$ cat config.mk
export PLATFORM = sky130hd
export DESIGN_NAME = tm1638_frame_ctrl
export DESIGN_NICKNAME = d
export VERILOG_FILES = /design/src/rtl/tm1638_frame_ctrl.sv
export SDC_FILE = /design/constraint.sdc
export NUM_CORES = 1
export LEC_CHECK = 0
export ABC_AREA = 1
export CORE_ASPECT_RATIO = 0.5
export CORE_MARGIN = 2
export CORE_UTILIZATION = 45
export CTS_BUF_LIST = sky130_fd_sc_hd__clkbuf_4 sky130_fd_sc_hd__clkbuf_8
export DETAILED_ROUTE_END_ITERATION = 8
export PLACE_DENSITY = 0.74
export SETUP_SLACK_MARGIN = 0.5
export SLEW_MARGIN = 20
export SYNTH_ARGS = -nofsm -noshare
export SYNTH_HDL_FRONTEND = slang
export SYNTH_SLANG_ARGS = --single-unit
export TNS_END_PERCENT = 100
$ cat constraint.sdc
create_clock -name i_Clk -period 2.76 [get_ports i_Clk]
set_input_delay 0.552 -clock i_Clk [delete_from_list [all_inputs] [get_ports i_Clk]]
set_output_delay 0.552 -clock i_Clk [all_outputs]
set_load 0.02 [all_outputs]
$ cat src/rtl/tm1638_frame_ctrl.sv
// TM1638 frame sequencer: snapshots display state on refresh and pushes a full
// command frame (plus optional key scan) into the spi_fifo write port.
module tm1638_frame_ctrl #(
  parameter int KEY_READ_EN         = 1,
  parameter int READ_TIMEOUT_CYCLES = 4096
) (
  input  logic        i_Clk,
  input  logic        i_Rst,
  input  logic        i_Refresh,
  input  logic [63:0] i_Digits,
  input  logic [7:0]  i_Leds,
  input  logic [2:0]  i_Brightness,
  input  logic        i_Display_On,
  input  logic        i_FIFO_Full,
  output logic        o_Data_Valid,
  output logic [17:0] o_Data,
  input  logic        i_Read_Valid,
  input  logic [31:0] i_Key_Data,
  output logic [7:0]  o_Keys,
  output logic        o_Keys_Valid,
  output logic        o_Read_Timeout,
  output logic        o_Busy
);

  localparam logic [4:0] NUM_WORDS = (KEY_READ_EN != 0) ? 5'd20 : 5'd19;
  localparam int CNT_W = $clog2(READ_TIMEOUT_CYCLES + 1);
  localparam logic [CNT_W-1:0] CNT_LAST = CNT_W'(READ_TIMEOUT_CYCLES - 1);

  typedef enum logic [2:0] {IDLE, START, PUSH, GAP, WAIT_KEYS, DONE} state_t;

  state_t           state_reg, state_next;
  logic [4:0]       index_reg, index_next;
  logic [CNT_W-1:0] cnt_reg, cnt_next;
  logic             pending_reg, pending_next;
  logic             busy_reg, busy_next;
  logic             data_valid_reg, data_valid_next;
  logic [17:0]      data_reg, data_next;
  logic [7:0]       keys_reg, keys_next;
  logic             keys_valid_reg, keys_valid_next;
  logic             timeout_reg, timeout_next;
  logic [63:0]      digits_reg;
  logic [7:0]       leds_reg;
  logic [7:0]       ctrl_reg;

  logic [7:0]  disp_bytes [16];
  logic [7:0]  key_decode;
  logic [3:0]  byte_sel;
  logic [17:0] word;
  logic        unused_key_bits;

  // Display payload interleaves digit byte k with LED k.
  generate
    for (genvar gi = 0; gi < 8; gi++) begin : g_disp
      assign disp_bytes[2*gi]     = digits_reg[8*gi +: 8];
      assign disp_bytes[2*gi + 1] = {7'b0, leds_reg[gi]};
    end
    for (genvar gi = 0; gi < 4; gi++) begin : g_keys
      assign key_decode[gi]     = i_Key_Data[8*gi];
      assign key_decode[gi + 4] = i_Key_Data[8*gi + 4];
    end
  endgenerate

  assign unused_key_bits = ^{i_Key_Data[31:29], i_Key_Data[27:25], i_Key_Data[23:21],
                             i_Key_Data[19:17], i_Key_Data[15:13], i_Key_Data[11:9],
                             i_Key_Data[7:5], i_Key_Data[3:1]};

  // Words 2..17 map onto disp_bytes 0..15; the 4-bit wrap handles 16 and 17.
  assign byte_sel = index_reg[3:0] - 4'd2;

  always_comb begin
    word = 18'h0;
    if (index_reg == 5'd0)
      word = {2'b10, 8'h00, 8'h40};
    else if (index_reg == 5'd1)
      word = {2'b00, 8'h00, 8'hC0};
    else if (index_reg <= 5'd17)
      word = {(index_reg == 5'd17), 1'b0, 8'h00, disp_bytes[byte_sel]};
    else if (index_reg == 5'd18)
      word = {2'b10, 8'h00, ctrl_reg};
    else
      word = {2'b11, 8'h00, 8'h42};
  end

  always_comb begin
    state_next      = state_reg;
    index_next      = index_reg;
    cnt_next        = cnt_reg;
    pending_next    = pending_reg | (i_Refresh && (state_reg != IDLE));
    busy_next       = busy_reg;
    data_valid_next = 1'b0;
    data_next       = data_reg;
    keys_next       = keys_reg;
    keys_valid_next = 1'b0;
    timeout_next    = 1'b0;

    case (state_reg)
      IDLE: begin
        index_next = 5'd0;
        if (i_Refresh || pending_reg)
          state_next = START;
      end
      START: begin
        busy_next    = 1'b1;
        pending_next = i_Refresh;
        state_next   = i_FIFO_Full ? GAP : PUSH;
      end
      PUSH: begin
        index_next = index_reg + 5'd1;
        state_next = GAP;
      end
      GAP: begin
        if (index_reg == NUM_WORDS) begin
          cnt_next   = '0;
          state_next = (KEY_READ_EN != 0) ? WAIT_KEYS : DONE;
        end else if (!i_FIFO_Full) begin
          state_next = PUSH;
        end
      end
      WAIT_KEYS: begin
        if (i_Read_Valid) begin
          keys_next       = key_decode;
          keys_valid_next = 1'b1;
          state_next      = DONE;
        end else if (cnt_reg == CNT_LAST) begin
          timeout_next = 1'b1;
          state_next   = DONE;
        end else begin
          cnt_next = cnt_reg + CNT_W'(1);
        end
      end
      DONE: begin
        busy_next  = 1'b0;
        state_next = IDLE;
      end
      default: state_next = IDLE;
    endcase

    // Output word is registered so o_Data_Valid is high exactly while in PUSH.
    if (state_next == PUSH) begin
      data_valid_next = 1'b1;
      data_next       = word;
    end
  end

  always_ff @(posedge i_Clk) begin
    if (i_Rst) begin
      state_reg      <= IDLE;
      index_reg      <= '0;
      cnt_reg        <= '0;
      pending_reg    <= 1'b0;
      busy_reg       <= 1'b0;
      data_valid_reg <= 1'b0;
      data_reg       <= '0;
      keys_reg       <= '0;
      keys_valid_reg <= 1'b0;
      timeout_reg    <= 1'b0;
      digits_reg     <= '0;
      leds_reg       <= '0;
      ctrl_reg       <= '0;
    end else begin
      state_reg      <= state_next;
      index_reg      <= index_next;
      cnt_reg        <= cnt_next;
      pending_reg    <= pending_next;
      busy_reg       <= busy_next;
      data_valid_reg <= data_valid_next;
      data_reg       <= data_next;
      keys_reg       <= keys_next;
      keys_valid_reg <= keys_valid_next;
      timeout_reg    <= timeout_next;
      if (state_reg == START) begin
        digits_reg <= i_Digits;
        leds_reg   <= i_Leds;
        ctrl_reg   <= i_Display_On ? {5'b10001, i_Brightness} : 8'h80;
      end
    end
  end

  assign o_Data_Valid   = data_valid_reg;
  assign o_Data         = data_reg;
  assign o_Keys         = keys_reg;
  assign o_Keys_Valid   = keys_valid_reg;
  assign o_Read_Timeout = timeout_reg;
  assign o_Busy         = busy_reg;

endmodule
==> After elaboration in Yosys (flattened, before gate mapping) <==
Cells that the tools add are included.
Widths: inputs -> output; s select.
{ "totals": {"regBits": 132, "input_bits": 113, "out_inout_bits": 30, "elab_cells": 72} }
{ "op_classes": {"n_addsub": 3, "n_lt_le_gt_ge": 2, "eq_ne": 14, "n_mux": 25, "bitwise": 3, "reduce_logical": 12} }
{ "ops": {"columns": ["cell", "count"], "rows": [
  ["$mux 18", 3],
  ["$mux 13", 3],
  ["$bmux 8 s4", 1],
  ["$pmux 13 s2", 1],
  ["$mux 17", 1],
  ["$mux 8", 2],
  ["$eq 5x5->1 const B", 3],
  ["$mux 3", 5],
  ["$pmux 3 s5", 1],
  ["$add 13x1->13 const B", 1],
  ["$eq 13x12->1 const B", 1],
  ["$pmux 5 s2", 1],
  ["$eq 3x2->1 const B", 3],
  ["$eq 3x3->1 const B", 2],
  ["$ne 2x2->1 const B", 3],
  ["$reduce_bool 2->1", 3],
  ["$add 5x1->5 const B", 1],
  ["$eq 5x1->1 const B", 1],
  ["$ge 5x5->1 const B", 1],
  ["$le 5x5->1 const B", 1],
  ["$logic_not 5->1", 1],
  ["$mux 1", 5],
  ["$not 4->5", 1],
  ["$mux 4", 1],
  ["other kinds (13)", 13]
]} }

==> Logic depth before layout (Yosys ltp) <==
Gate-level depths: netlist of the first run.
{ "logic_depth": {"word_depth": 8, "ltp_mapped": 12} }

==> Least setup slack after synthesis of the first run <==
No wires, ideal clock.
{ "synth_path": {"path_type": "register to register", "startpoint": "register index_reg[1]", "endpoint": "register data_reg[1] (netlist: o_Data[1])", "t_arrival_ns": 1.947, "t_required_ns": 2.690, "slack_ns": 0.744, "stages_incl_launch_ff": 12, "n_path_buf": 2, "synth_period_minus_slack_ns": 2.016, "path_cell_list": "dfxtp_1 clkinv_1 buf_2 ha_1 inv_1 clkbuf_1 o211ai_1 nand3_1 nand3_1 nand2_1 nand2_1 a21oi_1"} }
{ "synth_between": {"elab_chain_len": 8, "word_cells_on_any_way": 17, "cone_classes": "add/sub: 1; order compare: 1; eq/ne: 4; mux: 9; bitwise: 1; reduce/logical: 1"} }
{ "synth_lines": {"columns": ["element", "line", "rtl"], "rows": [
  ["from (decl)", "32", "logic [4:0] index_reg, index_next;"],
  ["from (signal assigned)", "162", "index_reg <= index_next;"],
  ["$sub 4x2->4", "68", "assign byte_sel = index_reg[3:0] - 4'd2;"],
  ["$not 4->5 (not written as such)", "77", "word = {(index_reg == 5'd17), 1'b0, 8'h00, disp_bytes[byte_sel]};"],
  ["$bmux 8 s4", "77", null],
  ["$mux 8 (not written as such) (2 in a row)", "77", null],
  ["$mux 18", "76", "else if (index_reg <= 5'd17)"],
  ["$mux 18", "74", "else if (index_reg == 5'd1)"],
  ["$mux 18", "72", "if (index_reg == 5'd0)"],
  ["to (signal assigned)", "167", "data_reg <= data_next;"],
  ["to (decl)", "37", "logic [17:0] data_reg, data_next;"]
]} }
Several ways; a longest one is shown, not always the timed one. The select of a mux whose other input is x is not followed.
A chain may end at the register's enable or synchronous reset.

==> Final worst setup path of the first run <==
{ "layout_path": {"startpoint": "register index_reg[2]", "endpoint": "register data_reg[7] (netlist: o_Data[7])"} }
Same word-level chain as after synthesis.

==> results.md, run 1 <==
* Status: finished, final reports clean
* CP Data Arrival Time at 2.43 ns
* Fmax at 487 MHz
* Area occupied by multi-input gates at 2760 um^2
* Syn-to-layout area delta at 28.0%
* Clock tree from TritonCTS: yes
* Lkg Pwr at 0.00268 uW
* WL/cell at 13.5 um
* Chip height at 83.2 um
* Starting density of the core at 46.9%
* Min Tclk post-route at 2.05 ns
* Setup crit start kind: flop
* Drt first-iter violations at 324
* I/O Pins at 143
* Clk sink count at 121
* DP Area at 6780 um^2
* Reg area at 2420 um^2
* Cell variety after synth at 39
* All-Layer GR Usage at 22.0%
* Drt drc at 0
* RSZ-0062 raised after global routing: no
* Layout cells sized above 1 at 8.44%
* Ant. Diodes at 0
* Vias in the first global route at 5089
* Mean Syn Cell Area at 7.09 um^2
* Max cap viols at 0
* Worst Tran Pin Value at 0.799 ns
* CTS max path bufs at 2
* Port bufs at 110
* Post-Synthesis Cells at 795
* Synth top area share at 43.0%
* Peak supply drop at 0.000330 V
* Die width at 162 um
* Max FFs per register at 64
* Initial antenna violation count at 0
* Kind of end point of the critical path: flop
* Clock Pin Slew Worst Setup and Hold Paths at 0.07 ns
* Cell Area, Synth at 5640 um^2
* Detail Route Antenna Nets at 0
* Required time of the worst setup path at 3.13 ns
* Total gr overflow at 0
* DIE AREA at 13500 um^2
* Power per Cell Area at 622 nW/um^2
* Synth area leader: dfxtp_1
* Rows at 28
* Post-route cell area at 7220 um^2
* Max FO, Critical Path at 9
* Most frequent cells in the layout: nand2_1, dfxtp_1, a21oi_1
* Final setup viols at 0
* First-pass GRT wire length at 24.2 mm
* DR pass1 iterations at 5
* Fin. Hold Viols at 0
* Vias/cell at 5.10
* Filler cells at 1107
* Core Area at 12000 um^2
* Synth area leaders: dfxtp_1, nand2_1, a21oi_1
* Setup TNS at 0 ns
* Worst-Skew Late Latency at 0.44 ns
* Via count at 5432
* Final period utilization at 74.4%
* DP HPWL at 9.87 mm
* H-tree depth at 4
* Final Max Slew Viols at 0
* Max-slew headroom at 46.7%
* Routability congestion estimate at 0.848
* Most common library cell in the layout ignoring fill and taps: nand2_1
* Kind of critical path: reg2reg
* Largest net degree at the start of global routing at 70
* Synth Register Bits at 121
* Total wire length at 14.4 mm
* Clk_skew at 0.0128 ns
* Sequential fraction of the synthesis area at 43.0%
* Hold WC Path Type: reg2reg
* Clk root buf: clkbuf_8
* YS warnings at 0
* CTS Buf Count at 17
* Layout Nets at 1009
-- logic make-up after synthesis --
kind of cell	Yosys count	share of synthesized area (%)
and+or+nand+nor	338	26.2
AOI/OAI and AO/OA	208	19.5
DFF	121	43.0
buffers and inverters	115	8.85
adders and majority gates	7	1.55
xor gates and xnor gates	5	0.910
other	1	0.0665
-- worst max-delay path, stage by stage (launching register included) --
cell	delay, ns
dfxtp_2	0.40
inv_1	0.07
ha_2	0.20
xnor2_2	0.43
inv_1	0.30
nand3_1	0.16
nand3_1	0.16
nand2_1	0.10
nand2_1	0.05
a21oi_1	0.12
-- Yosys cell counts (all sizes together) --
cell / number
o211ai: 11
nand3: 50
conb: 1
clkbuf: 24
dfxtp: 121
inv: 59
xnor2: 3
nor4: 2
xor2: 2
clkinv: 3
nor2: 65
ha: 7
o21ai: 69
a21oi: 123
buf: 29
a31oi: 2
nand4: 8
nor3: 3
nand2: 208
o21bai: 2
nor3b: 2
a21boi: 1
-- report_power, final --
part | leakage, uW | internal, uW | switching [uW]
clock | 0.000203 | 930 | 723
combinational | 0.00149 | 331 | 501
sequential | 0.000988 | 1920 | 83.7
-- routing by layer --
metal,wire length [um],track usage [%],up-vias
li1,-,-,2780
met1,6690,28.8,2506
met2,6760,36.4,121
met3,763,5.34,25
met4,195,6.11,0
met5,0,0,-
-- worst paths after layout --
path                                 to                        from  slack [ns]  cells after the start
max              o_Data[7]$_SDFFE_PP0N_   index_reg[2]$_SDFFE_PP0P_        0.71                      9
min          digits_reg[2]$_SDFFE_PP0P_  digits_reg[2]$_SDFFE_PP0P_        0.45                      2
max reg2reg      o_Data[7]$_SDFFE_PP0N_   index_reg[2]$_SDFFE_PP0P_        0.71                      9
min reg2reg  digits_reg[2]$_SDFFE_PP0P_  digits_reg[2]$_SDFFE_PP0P_        0.45                      2
-- through the flow --
| step | setup WS (ns) | util [%] | cells | hold WS (ns) | power, uW |
|---|---|---|---|---|---|
| floorplan | 0.744 | - | 802 | 0.429 | 2580 |
| detailed placement | 0.518 | 56.5 | 1034 | 0.448 | 2870 |
| finish | 0.707 | 60.1 | 1066 | 0.455 | 4490 |
| CTS | 0.522 | 59.9 | 1065 | 0.454 | 4500 |
| global route | 0.560 | 60.1 | 1066 | 0.476 | 4720 |
| global placement | 0.592 | 56.5 | 1034 | 0.440 | 2840 |
-- what timing repair did --
| action | 4_1_cts | 5_1_grt |
|---|---|---|
| hold buffers | 0 | 0 |
| buffers inserted | 0 | 1 |
| gates resized for setup | 0 | 5 |
| setup endpoints to repair | 0 | 5 |
| hold endpoints to repair | 0 | 0 |
-- cell type report --
| class | instances | area share (%) |
|---|---|---|
| well taps | 165 | 2.86 |
| clock inverters | 12 | 2.08 |
| multi-input cells | 566 | 38.2 |
| clock buffers | 19 | 3.62 |
| inverters | 62 | 3.29 |
| repair buffers | 121 | 16.3 |
| flip-flops and latches | 121 | 33.6 |
No activity file was read; power rests on OpenSTA's default activity.
==> run 2, diff against run 1 <==
--- a/config.mk
+++ b/config.mk
@@ -11,7 +11,7 @@
 export CORE_UTILIZATION = 45
 export CTS_BUF_LIST = sky130_fd_sc_hd__clkbuf_4 sky130_fd_sc_hd__clkbuf_8
 export DETAILED_ROUTE_END_ITERATION = 8
-export PLACE_DENSITY = 0.74
+export PLACE_DENSITY = 0.77
 export SETUP_SLACK_MARGIN = 0.5
 export SLEW_MARGIN = 20
 export SYNTH_ARGS = -nofsm -noshare
==> constraint.sdc (replaced) <==
create_clock -name i_Clk -period 1.8 [get_ports i_Clk]
set_input_delay 0.36 -clock i_Clk [delete_from_list [all_inputs] [get_ports i_Clk]]
set_output_delay 0.36 -clock i_Clk [all_outputs]
set_load 0.02 [all_outputs]
==> run 2 against run 1 <==
Effect of this change: the run now ends with setup timing left; count of clock-buffer cells in the layout did not move; register-to-register slack worse by 0.73 ns; critical path type unchanged; fmax up 13%; highest routed layer unchanged; largest power group unchanged; worst setup slack lost 0.73 ns.
==> results.md, run 2 (synthesis gave the netlist of run 1 again) <==
* Final period utilization at 101%
* Via count at 6420
* Max FFs per register at 64
* First-pass GRT wire length at 26.9 mm
* Required time of the worst setup path at 2.18 ns
* CP Cell Sequence: clkinv_4, ha_4, buf_12, buf_4, nand3_1, nand3_1, nand2_1, nand2_1, nand2_1, a21oi_1
* CTS max path bufs at 2
* DR pass1 iterations at 7
* Worst setup margin at -0.0212 ns
* I/O Pins at 143
* Worst setup path start: index_reg[1]$_SDFFE_PP0P_
* Most frequent cells in the layout: nand2_1, clkdlybuf4s50_1, dfxtp_1
* Failing checks: setup timing
* Slowest cell on crit path: dfxtp_4
* Setup crit start kind: flop
* Reg-to-Reg Start: index_reg[1]$_SDFFE_PP0P_
* Drt first-iter violations at 690
* Final setup viols at 1
* Status: finished with violations
* Lkg Pwr at 0.00349 uW
* Core Area at 12000 um^2
* Rows at 28
* Kind of critical path: reg2reg
* Chip height at 83.2 um
* DP HPWL at 10.1 mm
* Ant. Diodes at 0
* Min Tclk post-route at 1.82 ns
* Drt drc at 0
* WHS at 0.404 ns
* DIE AREA at 13500 um^2
* Vias in the first global route at 5688
* Clk root buf: clkbuf_8
* WL/cell at 18.8 um
* Max FO, Critical Path at 15
* CTS Buf Count at 17
* Clock tree from TritonCTS: yes
* Routability congestion estimate at 0.853
* Clk sink count at 121
* Clock Pin Slew Worst Setup and Hold Paths at 0.08 ns
* Layout cells sized above 1 at 35.5%
* Die width at 162 um
* Starting density of the core at 46.9%
* All-Layer GR Usage at 24.9%
* Worst-Skew Late Latency at 0.47 ns
* Cell mode on critical path: nand2_1
* Kind of end point of the critical path: flop
* CP Data Arrival Time at 2.20 ns
* Port bufs at 110
* Final Max Slew Viols at 0
* Total gr overflow at 0
* Max cap viols at 0
* Most common library cell in the layout ignoring fill and taps: nand2_1
* Fin. Hold Viols at 0
* Initial antenna violation count at 0
* Hold path startpoint: i_Rst
* Largest net degree at the start of global routing at 70
* Hold WC Path Type: in2reg
* Layout Nets at 1066
* Clk_skew at 0.0273 ns
* RSZ-0062 raised after global routing: yes
* Peak supply drop at 0.000601 V
* Fmax at 549 MHz
* Delay of the slowest cell on the worst path at 0.38 ns
* Total power at 8050 uW
* Syn-to-layout area delta at 58.6%
* Detail Route Antenna Nets at 0
* H-tree depth at 4
* Power per Cell Area at 900 nW/um^2
* Vias/cell at 5.71
* Total wire length at 21.1 mm
[run 2: cell types whose count changed in the layout (fill, tap and decap cells not counted), moves of 20 or more]
cell	before	now
a21oi_1	118	55
dfxtp_1	120	84
clkdlybuf4s50_1	109	87
nand2_4	3	37
a21oi_2	4	66
buf_6	0	22
dfxtp_2	1	30
buf_4	11	42
o21ai_0	64	44
nand2_1	200	149
[run 2: what timing repair did]
action / in CTS / in global routing
hold buffers: 0 / 0
buffers inserted: 28 / 9
gates cloned: 8 / 4
endpoints found under the setup margin: 135 / 121
endpoints found under the hold margin: 0 / 0
gates resized for setup: 203 / 210
pin swaps: 30 / 55
[run 2: worst paths after layout]
kind         slack (ns)  depth (start not counted)                          end
min reg2reg        0.46                          2  digits_reg[33]$_SDFFE_PP0P_
max reg2reg       -0.02                         10       o_Data[0]$_SDFFE_PP0N_
max               -0.02                         10       o_Data[0]$_SDFFE_PP0N_
min                0.40                          4    index_reg[0]$_SDFFE_PP0P_
[run 2: final cells by class]
type	count	area [um^2]
well taps	165	206
fillers	742	3080
inverters	62	295
clock inverters	13	170
flip-flops and latches	121	2490
multi-input cells	567	3550
repair buffers	175	1950
clock buffers	19	255
repair inverters	2	27.5
[run 2: power breakdown]
group          switching [uW]  internal (uW)
clock                    1270           1430
combinational            1250            984
sequential                160           2950
total                    2680           5370
[run 2: routing by layer]
layer | part of all wire, % | track usage, % | vias up
met3 | 8.4 | 5.64 | 110
met1 | 39 | 31.4 | 3012
met2 | 48 | 41.7 | 394
li1 | - | - | 2904
met5 | 0 | 0 | -
met4 | 5.0 | 8.93 | 0
[run 2: worst max-delay path, delay by kind of cell, from the launching register on]
family	cells	cell delay, ns
compound gates	1	0.14
simple gates	5	0.50
buf+inv	3	0.37
fa+ha+maj	1	0.34
flops	1	0.38
[run 2: metrics by stage]
stage / setup slack (ns) / cell area (um^2) / TNS (ns) / instances / util (%)
global placement: 0.0833 / 7030 / 0 / 1043 / 58.5
detailed placement: 0.0557 / 7030 / 0 / 1043 / 58.5
finish: -0.0212 / 8940 / -0.0212 / 1124 / 74.4
CTS: 0.181 / 8040 / 0 / 1111 / 66.9
floorplan: 0.246 / 5810 / 0 / 802 / -
global route: -0.0890 / 8940 / -0.126 / 1124 / 74.4
==> run 3, diff against run 2 <==
--- a/config.mk
+++ b/config.mk
@@ -6,12 +6,13 @@
 export NUM_CORES = 1
 export LEC_CHECK = 0
 export ABC_AREA = 1
+export ABC_CLOCK_PERIOD_IN_PS = 1800
 export CORE_ASPECT_RATIO = 0.5
 export CORE_MARGIN = 2
-export CORE_UTILIZATION = 45
+export CORE_UTILIZATION = 46
 export CTS_BUF_LIST = sky130_fd_sc_hd__clkbuf_4 sky130_fd_sc_hd__clkbuf_8
 export DETAILED_ROUTE_END_ITERATION = 8
-export PLACE_DENSITY = 0.77
+export PLACE_DENSITY = 0.84
 export SETUP_SLACK_MARGIN = 0.5
 export SLEW_MARGIN = 20
 export SYNTH_ARGS = -nofsm -noshare
==> run 3 against run 2 <==
Effect of this change: the run still ends with setup timing left; flip-flop and latch count did not move; non-clock buffer count rose by 2; first-iteration DRC count grew 32%; wire length increased by 28%; register-to-register slack worse by 0.13 ns; largest power group unchanged; highest routed layer is now met5.
==> results.md, run 3 (synthesis gave the netlist of run 1 again) <==
* DP Area at 7040 um^2
* Port bufs at 110
* Drt drc at 0
* Post-route cell area at 9210 um^2
* Failing checks: setup timing
* Kind of end point of the critical path: flop
* Max-slew headroom at 65.8%
* Slowest cell on crit path: dfxtp_4
* DP HPWL at 10.5 mm
* Power per Cell Area at 948 nW/um^2
* Clk sink count at 121
* Lkg Pwr at 0.00354 uW
* Max cap viols at 0
* Fmax at 513 MHz
* Min Tclk post-route at 1.95 ns
* WHS at 0.385 ns
* CTS max path bufs at 2
* DR pass1 iterations at 6
* Detail Route Antenna Nets at 0
* Max FFs per register at 64
* Worst Tran Pin Value at 0.513 ns
* Clock Pin Slew Worst Setup and Hold Paths at 0.09 ns
* Kind of critical path: reg2reg
* Starting density of the core at 47.5%
* Via count at 7163
* Peak supply drop at 0.000499 V
* I/O Pins at 143
* WL met1 at 9.16 mm
* RSZ-0062 raised after global routing: yes
* Most common library cell in the layout ignoring fill and taps: nand2_1
* Layout cells sized above 1 at 39.7%
* Total gr overflow at 0
* All-Layer GR Usage at 26.4%
* Vias in the first global route at 5756
* Die width at 161 um
* CP Cell Sequence: clkinv_4, ha_4, inv_8, a21oi_1, o21ai_1, nand2_1, nand2_1, a21oi_2, nand2_1, nand2_1
* Status: finished with violations
* Max FO, Critical Path at 8
* Top routing layer used: met5
* Setup slack at placement at 0.0300 ns
* Total wire length at 27.0 mm
* Ant. Diodes at 0
* Core Area at 11900 um^2
* Delay of the slowest cell on the worst path at 0.38 ns
* Rows at 28
* Hold WC Path Type: in2reg
* Clock tree from TritonCTS: yes
* CP Buf/Inv Count at 2
* Metal3 WL at 3.52 mm
* Worst setup margin at -0.148 ns
* Layout Nets at 1067
* First-pass GRT wire length at 27.4 mm
* Final setup viols at 6
* CTS Buf Count at 17
* Largest net degree at the start of global routing at 70
* Fin. Hold Viols at 0
* Cell mode on critical path: nand2_1
* Final period utilization at 108%
* Final Max Slew Viols at 0
* Clk root buf: clkbuf_8
* CP Data Arrival Time at 2.36 ns
* H-tree depth at 4
* Clk_skew at 0.0152 ns
* Worst-Skew Late Latency at 0.48 ns
* Routability congestion estimate at 0.857
* DIE AREA at 13200 um^2
* Setup crit start kind: flop
* Syn-to-layout area delta at 63.4%
* Required time of the worst setup path at 2.22 ns
* Most frequent cells in the layout: nand2_1, dfxtp_1, clkdlybuf4s50_1
* Met2 wire length at 11.8 mm
* Worst path top cell family by delay: compound AO/OA/AOI/OAI gates
* Vias/cell at 6.37
* Chip height at 82.3 um
* Initial antenna violation count at 1
* Fin util at 77.6%
* WL/cell at 24.0 um
* Drt first-iter violations at 911
run 3: cell count changes in the layout (fill, tap and decap cells not counted), moves of 4 or more:
| cell | previous run | this run |
|---|---|---|
| buf_4 | 42 | 38 |
| clkbuf_16 | 4 | 12 |
| nand2_1 | 149 | 142 |
| nand3_1 | 39 | 35 |
| a21oi_1 | 55 | 44 |
| nand2_2 | 20 | 27 |
| o21ai_4 | 1 | 6 |
| o21ai_0 | 44 | 26 |
| buf_12 | 13 | 8 |
| buf_8 | 0 | 4 |
| o21ai_2 | 1 | 20 |
| a21oi_2 | 66 | 77 |
| o21ai_1 | 23 | 17 |
run 3: metrics by stage:
stage / cells / power [uW] / setup TNS [ns]
2_1_floorplan: 802 / 3990 / 0
4_1_cts: 1100 / 7400 / 0
3_5_place_dp: 1044 / 4490 / 0
6_report: 1125 / 8740 / -0.351
3_3_place_gp: 1044 / 4440 / 0
5_1_grt: 1125 / 8880 / -0.277
run 3: worst paths after layout:
path | start | to | slack (ns) | cells after the start
worst min register to register | digits_reg[17]$_SDFFE_PP0P_ | digits_reg[17]$_SDFFE_PP0P_ | 0.47 | 2
worst max-delay path | index_reg[1]$_SDFFE_PP0P_ | o_Data[5]$_SDFFE_PP0N_ | -0.15 | 10
worst max register to register | index_reg[1]$_SDFFE_PP0P_ | o_Data[5]$_SDFFE_PP0N_ | -0.15 | 10
worst min-delay path | i_Rst | ctrl_reg[1]$_SDFFE_PP0P_ | 0.39 | 3
run 3: worst register-to-register path: cells and delay by family (launching register included):
family	cells	cell delay [ns]
buffers and inverters	2	0.16
AND/OR/NAND/NOR	4	0.40
flip-flops	1	0.38
AO/OA/AOI/OAI	3	0.58
adder cells (fa/ha/maj)	1	0.38
run 3: what timing repair did:
action | CTS | global route
pin swaps | 24 | 83
gates resized for setup | 217 | 244
gates cloned | 4 | 18
hold buffers | 0 | 0
buffers inserted | 20 | 7
endpoints found under the setup margin | 129 | 118
run 3: layout make-up:
cell class	instances	area [um^2]
Tap cell	165	206
Multi-Input combinational cell	567	3750
Timing Repair inverter	1	8.76
Inverter	62	279
Timing Repair Buffer	177	2050
Clock buffer	18	241
Sequential cell	121	2480
Clock inverter	14	198
Fill cell	618	2660
run 3: layer usage:
metal | track usage, % | vias up
li1 | - | 2905
met1 | 31.0 | 3265
met2 | 47.6 | 711
met3 | 5.74 | 280
met4 | 12.3 | 2
met5 | 0 | -
run 3: report_power, final:
| group | total (uW) | leakage [uW] | internal [uW] | switching (uW) |
|---|---|---|---|---|
| registers | 3150 | 0.00101 | 2950 | 199 |
| clock network | 2880 | 0.000217 | 1530 | 1340 |
| logic | 2710 | 0.00232 | 1140 | 1570 |
| total | 8740 | 0.00354 | 5630 | 3110 |
